<file path="config.mk">
export PLATFORM = sky130hd
export DESIGN_NAME = iob_spi_flash_resp
export DESIGN_NICKNAME = d
export VERILOG_FILES = /design/src/rtl/iob_spi_flash_resp_pkg.sv /design/src/rtl/iob_sync_edge.sv /design/src/rtl/iob_spi_flash_resp.sv
export SDC_FILE = /design/constraint.sdc
export NUM_CORES = 1
export LEC_CHECK = 0
export ABC_AREA = 1
export CAP_MARGIN = 20
export CORE_MARGIN = 2
export CORE_UTILIZATION = 30
export DETAILED_ROUTE_END_ITERATION = 6
export GPL_TIMING_DRIVEN = 0
export HOLD_SLACK_MARGIN = 0.08
export PLACE_DENSITY_LB_ADDON = 0.12
export SETUP_SLACK_MARGIN = 0.4
export SLEW_MARGIN = 20
export SYNTH_ARGS = -nofsm -noshare
export SYNTH_HDL_FRONTEND = slang
export SYNTH_HIERARCHICAL = 1
export SYNTH_SLANG_ARGS = --single-unit
</file>
<file path="constraint.sdc">
create_clock -name clk_i -period 2.35 [get_ports clk_i]
set_input_delay 0.47 -clock clk_i [delete_from_list [all_inputs] [get_ports clk_i]]
set_output_delay 0.47 -clock clk_i [all_outputs]
set_load 0.01 [all_outputs]
</file>
<file path="src/rtl/iob_spi_flash_resp_pkg.sv">
// Shared definitions for the SPI flash responder: opcodes, FSM states and
// status register layout.
package iob_spi_flash_resp_pkg;

    localparam logic [7:0] CMD_PP   = 8'h02;
    localparam logic [7:0] CMD_READ = 8'h03;
    localparam logic [7:0] CMD_WRDI = 8'h04;
    localparam logic [7:0] CMD_RDSR = 8'h05;
    localparam logic [7:0] CMD_WREN = 8'h06;
    localparam logic [7:0] CMD_RDID = 8'h9F;

    localparam int SR_WIP = 0;
    localparam int SR_WEL = 1;

    typedef enum logic [2:0] {
        ST_IDLE,
        ST_CMD,
        ST_ADDR,
        ST_RD_DATA,
        ST_PP_DATA,
        ST_STATUS,
        ST_ID,
        ST_IGNORE
    } state_t;

    // WIP is always zero: writes complete instantly in the backing memory.
    function automatic logic [7:0] status_byte(input logic wel);
        logic [7:0] s;
        s         = 8'h00;
        s[SR_WEL] = wel;
        s[SR_WIP] = 1'b0;
        return s;
    endfunction

endpackage

</file>
<file path="src/rtl/iob_sync_edge.sv">
// Two-flop synchronizer for an asynchronous input followed by an edge detector
// that emits one-cycle rise and fall pulses.
module iob_sync_edge #(
    parameter logic RST_VAL = 1'b0
) (
    input  logic clk_i,
    input  logic cke_i,
    input  logic arst_i,
    input  logic d_i,
    output logic rise_o,
    output logic fall_o
);

    // sh[1:0] synchronize, sh[2] holds the previous synchronized value.
    logic [2:0] sh;

    always_ff @(posedge clk_i or posedge arst_i) begin
        if (arst_i) begin
            sh <= {3{RST_VAL}};
        end else if (cke_i) begin
            sh <= {sh[1:0], d_i};
        end
    end

    assign rise_o = sh[1] & ~sh[2];
    assign fall_o = ~sh[1] & sh[2];

endmodule

</file>
<file path="src/rtl/iob_spi_flash_resp.sv">
// Mode-0 SPI flash responder answering a subset of the N25Q command set from
// an external byte-wide synchronous memory; SCLK is oversampled by clk_i.
module iob_spi_flash_resp
    import iob_spi_flash_resp_pkg::*;
#(
    parameter int          MEM_ADDR_W = 16,
    parameter logic [23:0] JEDEC_ID   = 24'h20BA18
) (
    input  logic                  clk_i,
    input  logic                  cke_i,
    input  logic                  arst_i,
    input  logic                  ss_n_i,
    input  logic                  sclk_i,
    input  logic                  mosi_i,
    output logic                  miso_o,
    output logic                  mem_en_o,
    output logic                  mem_we_o,
    output logic [MEM_ADDR_W-1:0] mem_addr_o,
    output logic [7:0]            mem_wdata_o,
    input  logic [7:0]            mem_rdata_i,
    output logic                  wel_o
);

    logic        ss_rise, ss_fall, sclk_rise, sclk_fall;
    logic [1:0]  mosi_s;
    state_t      state_q, state_d;
    logic [2:0]  bit_cnt;
    logic [1:0]  abyte_cnt;
    logic [6:0]  in_shift;
    logic [7:0]  cmd_q;
    logic [23:0] addr_q;
    logic [7:0]  out_byte;
    logic [1:0]  id_idx;
    logic        wel_q, pp_any, rd_pend;
    logic [7:0]  in_byte;
    logic        byte_done;
    logic [23:0] addr_shift, addr_inc;

    iob_sync_edge #(.RST_VAL(1'b1)) u_ss_sync (
        .clk_i(clk_i), .cke_i(cke_i), .arst_i(arst_i), .d_i(ss_n_i),
        .rise_o(ss_rise), .fall_o(ss_fall)
    );

    iob_sync_edge #(.RST_VAL(1'b0)) u_sclk_sync (
        .clk_i(clk_i), .cke_i(cke_i), .arst_i(arst_i), .d_i(sclk_i),
        .rise_o(sclk_rise), .fall_o(sclk_fall)
    );

    // MOSI has the same two-flop delay as SCLK, so it is sampled in step.
    always_ff @(posedge clk_i or posedge arst_i) begin
        if (arst_i) mosi_s <= 2'b00;
        else if (cke_i) mosi_s <= {mosi_s[0], mosi_i};
    end

    assign in_byte    = {in_shift, mosi_s[1]};
    assign byte_done  = sclk_rise && (bit_cnt == 3'd7) && !ss_rise && (state_q != ST_IDLE);
    assign addr_shift = {addr_q[15:0], in_byte};
    assign addr_inc   = addr_q + 24'd1;
    assign wel_o      = wel_q;

    always_ff @(posedge clk_i or posedge arst_i) begin
        if (arst_i) state_q <= ST_IDLE;
        else if (cke_i) state_q <= state_d;
    end

    always_comb begin
        state_d = state_q;
        if (ss_rise) begin
            state_d = ST_IDLE;
        end else begin
            case (state_q)
                ST_IDLE: if (ss_fall) state_d = ST_CMD;
                ST_CMD: begin
                    if (byte_done) begin
                        case (in_byte)
                            CMD_READ, CMD_PP: state_d = ST_ADDR;
                            CMD_RDSR:         state_d = ST_STATUS;
                            CMD_RDID:         state_d = ST_ID;
                            default:          state_d = ST_IGNORE;
                        endcase
                    end
                end
                ST_ADDR: begin
                    if (byte_done && abyte_cnt == 2'd2)
                        state_d = (cmd_q == CMD_READ) ? ST_RD_DATA : ST_PP_DATA;
                end
                default: state_d = state_q;
            endcase
        end
    end

    always_ff @(posedge clk_i or posedge arst_i) begin
        if (arst_i) begin
            miso_o      <= 1'b0;
            mem_en_o    <= 1'b0;
            mem_we_o    <= 1'b0;
            mem_addr_o  <= '0;
            mem_wdata_o <= 8'h00;
            bit_cnt     <= 3'd0;
            abyte_cnt   <= 2'd0;
            in_shift    <= 7'd0;
            cmd_q       <= 8'h00;
            addr_q      <= 24'd0;
            out_byte    <= 8'h00;
            id_idx      <= 2'd0;
            wel_q       <= 1'b0;
            pp_any      <= 1'b0;
            rd_pend     <= 1'b0;
        end else if (cke_i) begin
            mem_en_o <= 1'b0;
            mem_we_o <= 1'b0;
            rd_pend  <= mem_en_o & ~mem_we_o;
            if (rd_pend && state_q == ST_RD_DATA) out_byte <= mem_rdata_i;

            if (ss_rise) begin
                // Deselect wins over any byte completing in the same cycle.
                if (state_q == ST_PP_DATA && pp_any) wel_q <= 1'b0;
                bit_cnt   <= 3'd0;
                abyte_cnt <= 2'd0;
                pp_any    <= 1'b0;
                addr_q    <= 24'd0;
                out_byte  <= 8'h00;
                miso_o    <= 1'b0;
            end else if (state_q == ST_IDLE) begin
                if (ss_fall) begin
                    bit_cnt  <= 3'd0;
                    out_byte <= 8'h00;
                    miso_o   <= 1'b0;
                end
            end else begin
                if (sclk_rise) begin
                    in_shift <= in_byte[6:0];
                    bit_cnt  <= bit_cnt + 3'd1;
                end
                if (byte_done) begin
                    case (state_q)
                        ST_CMD: begin
                            cmd_q     <= in_byte;
                            abyte_cnt <= 2'd0;
                            out_byte  <= 8'h00;
                            case (in_byte)
                                CMD_WREN: wel_q <= 1'b1;
                                CMD_WRDI: wel_q <= 1'b0;
                                CMD_RDSR: out_byte <= status_byte(wel_q);
                                CMD_RDID: begin
                                    out_byte <= JEDEC_ID[23:16];
                                    id_idx   <= 2'd1;
                                end
                                default: ;
                            endcase
                        end
                        ST_ADDR: begin
                            addr_q    <= addr_shift;
                            abyte_cnt <= abyte_cnt + 2'd1;
                            if (abyte_cnt == 2'd2 && cmd_q == CMD_READ) begin
                                mem_en_o   <= 1'b1;
                                mem_addr_o <= addr_shift[MEM_ADDR_W-1:0];
                            end
                        end
                        ST_RD_DATA: begin
                            addr_q     <= addr_inc;
                            mem_en_o   <= 1'b1;
                            mem_addr_o <= addr_inc[MEM_ADDR_W-1:0];
                        end
                        ST_PP_DATA: begin
                            pp_any      <= 1'b1;
                            addr_q[7:0] <= addr_q[7:0] + 8'd1;
                            if (wel_q) begin
                                mem_en_o    <= 1'b1;
                                mem_we_o    <= 1'b1;
                                mem_addr_o  <= addr_q[MEM_ADDR_W-1:0];
                                mem_wdata_o <= in_byte;
                            end
                        end
                        ST_STATUS: out_byte <= status_byte(wel_q);
                        ST_ID: begin
                            case (id_idx)
                                2'd1:    out_byte <= JEDEC_ID[15:8];
                                2'd2:    out_byte <= JEDEC_ID[7:0];
                                default: out_byte <= 8'h00;
                            endcase
                            if (id_idx != 2'd3) id_idx <= id_idx + 2'd1;
                        end
                        default: out_byte <= 8'h00;
                    endcase
                end
                // bit_cnt counts received bits, so ~bit_cnt selects the next MSB-first bit.
                if (sclk_fall) miso_o <= out_byte[~bit_cnt];
            end
        end
    end

endmodule
</file>
==> impl_metrics.env <==
export IMPL_crit_slowest_cell="dfrtp_1"
export IMPL_cts_path_max_buffers=2
export IMPL_yosys_cell_types_count=32
export IMPL_status="finished clean"
export IMPL_h_tree_depth=3
export IMPL_whs_ps=387
export IMPL_fin_skew_ps=6.89
export IMPL_start_util_pct=30.8
export IMPL_syn_cell_area_um2=4890
export IMPL_yosysWarnings=6
export IMPL_cts_tree="built"
export IMPL_hpwl_um=10500
export IMPL_final_min_clock_period_ps=1860
export IMPL_ant_nets=0
export IMPL_first_pass_iters=5
export IMPL_slew_headroom_pct=64.6
export IMPL_finalSetupViolations=0
export IMPL_diodes=0
export IMPL_power_per_cell_area_nw_per_um2=812
export IMPL_root_buffer="clkbuf_16"
export IMPL_drc=0
export IMPL_fp_dieArea_um2=17300
export IMPL_die_y_um=132
export IMPL_synthToLayoutAreaGrowth_pct=26.5
export IMPL_drt_iter0_markers=275
export IMPL_routed_wl_um=14200
export IMPL_rsz0062_at_grt="true"
export IMPL_leakagePower_nw=2.93
export IMPL_syn_area_per_cell_um2=7.03
export IMPL_drive_above_1_share_pct=12.6
export IMPL_num_rows=46
export IMPL_vias=4630
export IMPL_die_x_um=132
export IMPL_critPathMaxStageDelay_ps=360
export IMPL_antenna_found_initial=0
export IMPL_grt_first_pass_wirelength_um=23600
export IMPL_gr_total_overflow=0
export IMPL_syn_nets=716
export IMPL_ys_seq_area_share_pct=44.6
export IMPL_hold_class="input pin to async pin"
export IMPL_syn_inst=696
export IMPL_end_kind="flop"
export IMPL_cts_buffers=9
export IMPL_wl_per_cell_um=14.4
export IMPL_clock_sinks=87
export IMPL_crit_fanout=5
export IMPL_fmax_mhz=537
export IMPL_cap_violations=0
export IMPL_clkTransAtPathRegs_ps=70
export IMPL_final_cell_mix="nand2_1, dfrtp_1, inv_1"
export IMPL_drv_slew=0
export IMPL_grt_max_degree=33
export IMPL_fillers=1728
export IMPL_grt_pass1_vias=4595
export IMPL_post_route_period_util_pct=79.2
export IMPL_arrival_ps=2150
export IMPL_ios=42
export IMPL_cp_required_ps=2640
export IMPL_layout_commonest_cell="nand2_1"
export IMPL_nets=787
export IMPL_vias_per_cell=4.69
export IMPL_crit_type="flop to flop"
export IMPL_place_congestion=0.872
export IMPL_hold_viol_final=0
export IMPL_cpMostUsedCell="nand2_4"
export IMPL_coreArea_um2=15900
export IMPL_ys_ff_latch=87
export IMPL_worstMarginPinSlew_ps=531
export IMPL_vdd_drop_max_mv=0.402
export IMPL_finalPower_w=0.00502
export IMPL_grt_usage_pct=17.1
export IMPL_critPathLaunchType="flop"
export IMPL_clock_latency_ps=360
export IMPL_io_buffers=41
export IMPL_path_cells="ha_2 > ha_4 > nand2_4 > nor2_4 > nand2_2 > inv_2 > nand2_4 > nor2_4 > nand2_4 > inv_4 > buf_6 > nor2_1 > nor2_1"
-- metal layers --
layer,part of all wire [%],global-route usage (%),vias to the layer above
met5,0,0,-
met4,2.1,6.88,0
met3,3.6,2.85,20
met2,46,28.2,81
met1,48,22.5,2173
li1,-,-,2356
-- cell usage after synthesis --
library cell	count	share of area (%)
nand2_1	249	19
dfrtp_1	84	43
o21ai_0	73	7.5
inv_1	72	5.5
nor2_1	69	5.3
nand3_1	48	4.9
a21oi_1	17	1.7
buf_2	12	1.2
nand4_1	11	1.4
o211ai_1	8	1.2
inv_2	7	0.54
ha_1	6	1.5
nand2_2	6	0.77
o21ai_1	4	0.41
xor2_1	4	0.72
dfstp_2	3	1.6
o22ai_1	3	0.38
clkbuf_1	2	0.15
clkinv_1	2	0.15
nand2_4	2	0.46
nor2_4	2	0.46
nor3_1	2	0.20
a21boi_0	1	0.15
buf_1	1	0.077
buf_6	1	0.23
clkbuf_2	1	0.10
nand3_2	1	0.20
nand3_4	1	0.36
nor2_2	1	0.13
o2111ai_1	1	0.18
o21ai_2	1	0.18
or2_2	1	0.13
-- cell families after synthesis --
kind of cell	count (synthesis)	synth area share [%]
XOR/XNOR	4	0.716
buffers and inverters	98	8.01
AO/OA/AOI/OAI	108	11.7
adder cells (fa/ha/maj)	6	1.53
flip-flops	87	44.6
AND/OR/NAND/NOR	393	33.4
-- per-stage QoR --
step                cell area, um^2  instances  util, %  TNS (ps)  setup WS (ps)
global placement               5580        953     35.1    -16540           -389
CTS                            6020        979     37.9         0            408
detailed placement             5640        956     35.5     -4160           -404
global route                   6190        988     38.9         0            344
finish                         6190        988     38.9         0            489
floorplan                      4900        696        -         0            585
-- where the power goes --
part	total, W	internal, W	switching (W)
Clock	0.00139	0.000728	0.000664
Sequential	0.00196	0.00171	0.000251
Combinational	0.00167	0.000555	0.00111
-- repair_timing --
| action | in CTS | in global routing |
|---|---|---|
| gates cloned | 0 | 1 |
| hold buffers | 0 | 0 |
| pin swaps | 1 | 5 |
| endpoints found under the setup margin | 67 | 70 |
| gates resized for setup | 16 | 40 |
| buffers inserted | 7 | 8 |
| hold endpoints to repair | 0 | 0 |
-- flip-flops by register name, indices dropped and copies added, names as in the netlist --
name and flops:
bit_cnt 3, mem_we_o 1, cmd_q 8, mem_addr_o 16
u_ss_sync/sh 3, addr_q 16, wel_o 1, mem_wdata_o 8
state_q 3, out_byte 8, rd_pend 1, in_shift 7
abyte_cnt 2, pp_any 1, u_sclk_sync/sh 3, id_idx 2
mem_en_o 1, miso_o 1, mosi_s 2
-- worst paths after layout --
| kind | start | end | slack, ps | cells past startpoint |
|---|---|---|---|---|
| min in group clk_i | u_ss_sync/sh[0] | u_ss_sync/sh[0] | 460 | 2 |
| hold reg to reg | u_ss_sync/sh[0] | u_ss_sync/sh[0] | 460 | 2 |
| hold / removal | arst_i | u_sclk_sync/sh[2] | 390 | 2 |
| max in group asynchronous | arst_i | addr_q[13] | 1300 | 4 |
| setup / recovery | bit_cnt[1] | mem_addr_o[15] | 490 | 13 |
| setup reg to reg | bit_cnt[1] | mem_addr_o[15] | 490 | 13 |
-- worst max-delay path, delay by kind of cell (launching register included) --
family / cells / cell delay, ps
buffers and inverters: 3 / 300
flip-flops: 1 / 360
AND/OR/NAND/NOR: 8 / 770
adder cells (fa/ha/maj): 2 / 340
-- layout make-up --
class	count	area, um^2	area share, %
multi-input combinational	511	2410	38.9
timing repair buffer	60	607	9.81
sequential	87	2180	35.3
clock inverter	7	56.3	0.910
buffer	17	119	1.92
clock buffer	9	225	3.64
tap	216	270	4.37
inverter	81	317	5.12
(Power assumes the default switching activity.)
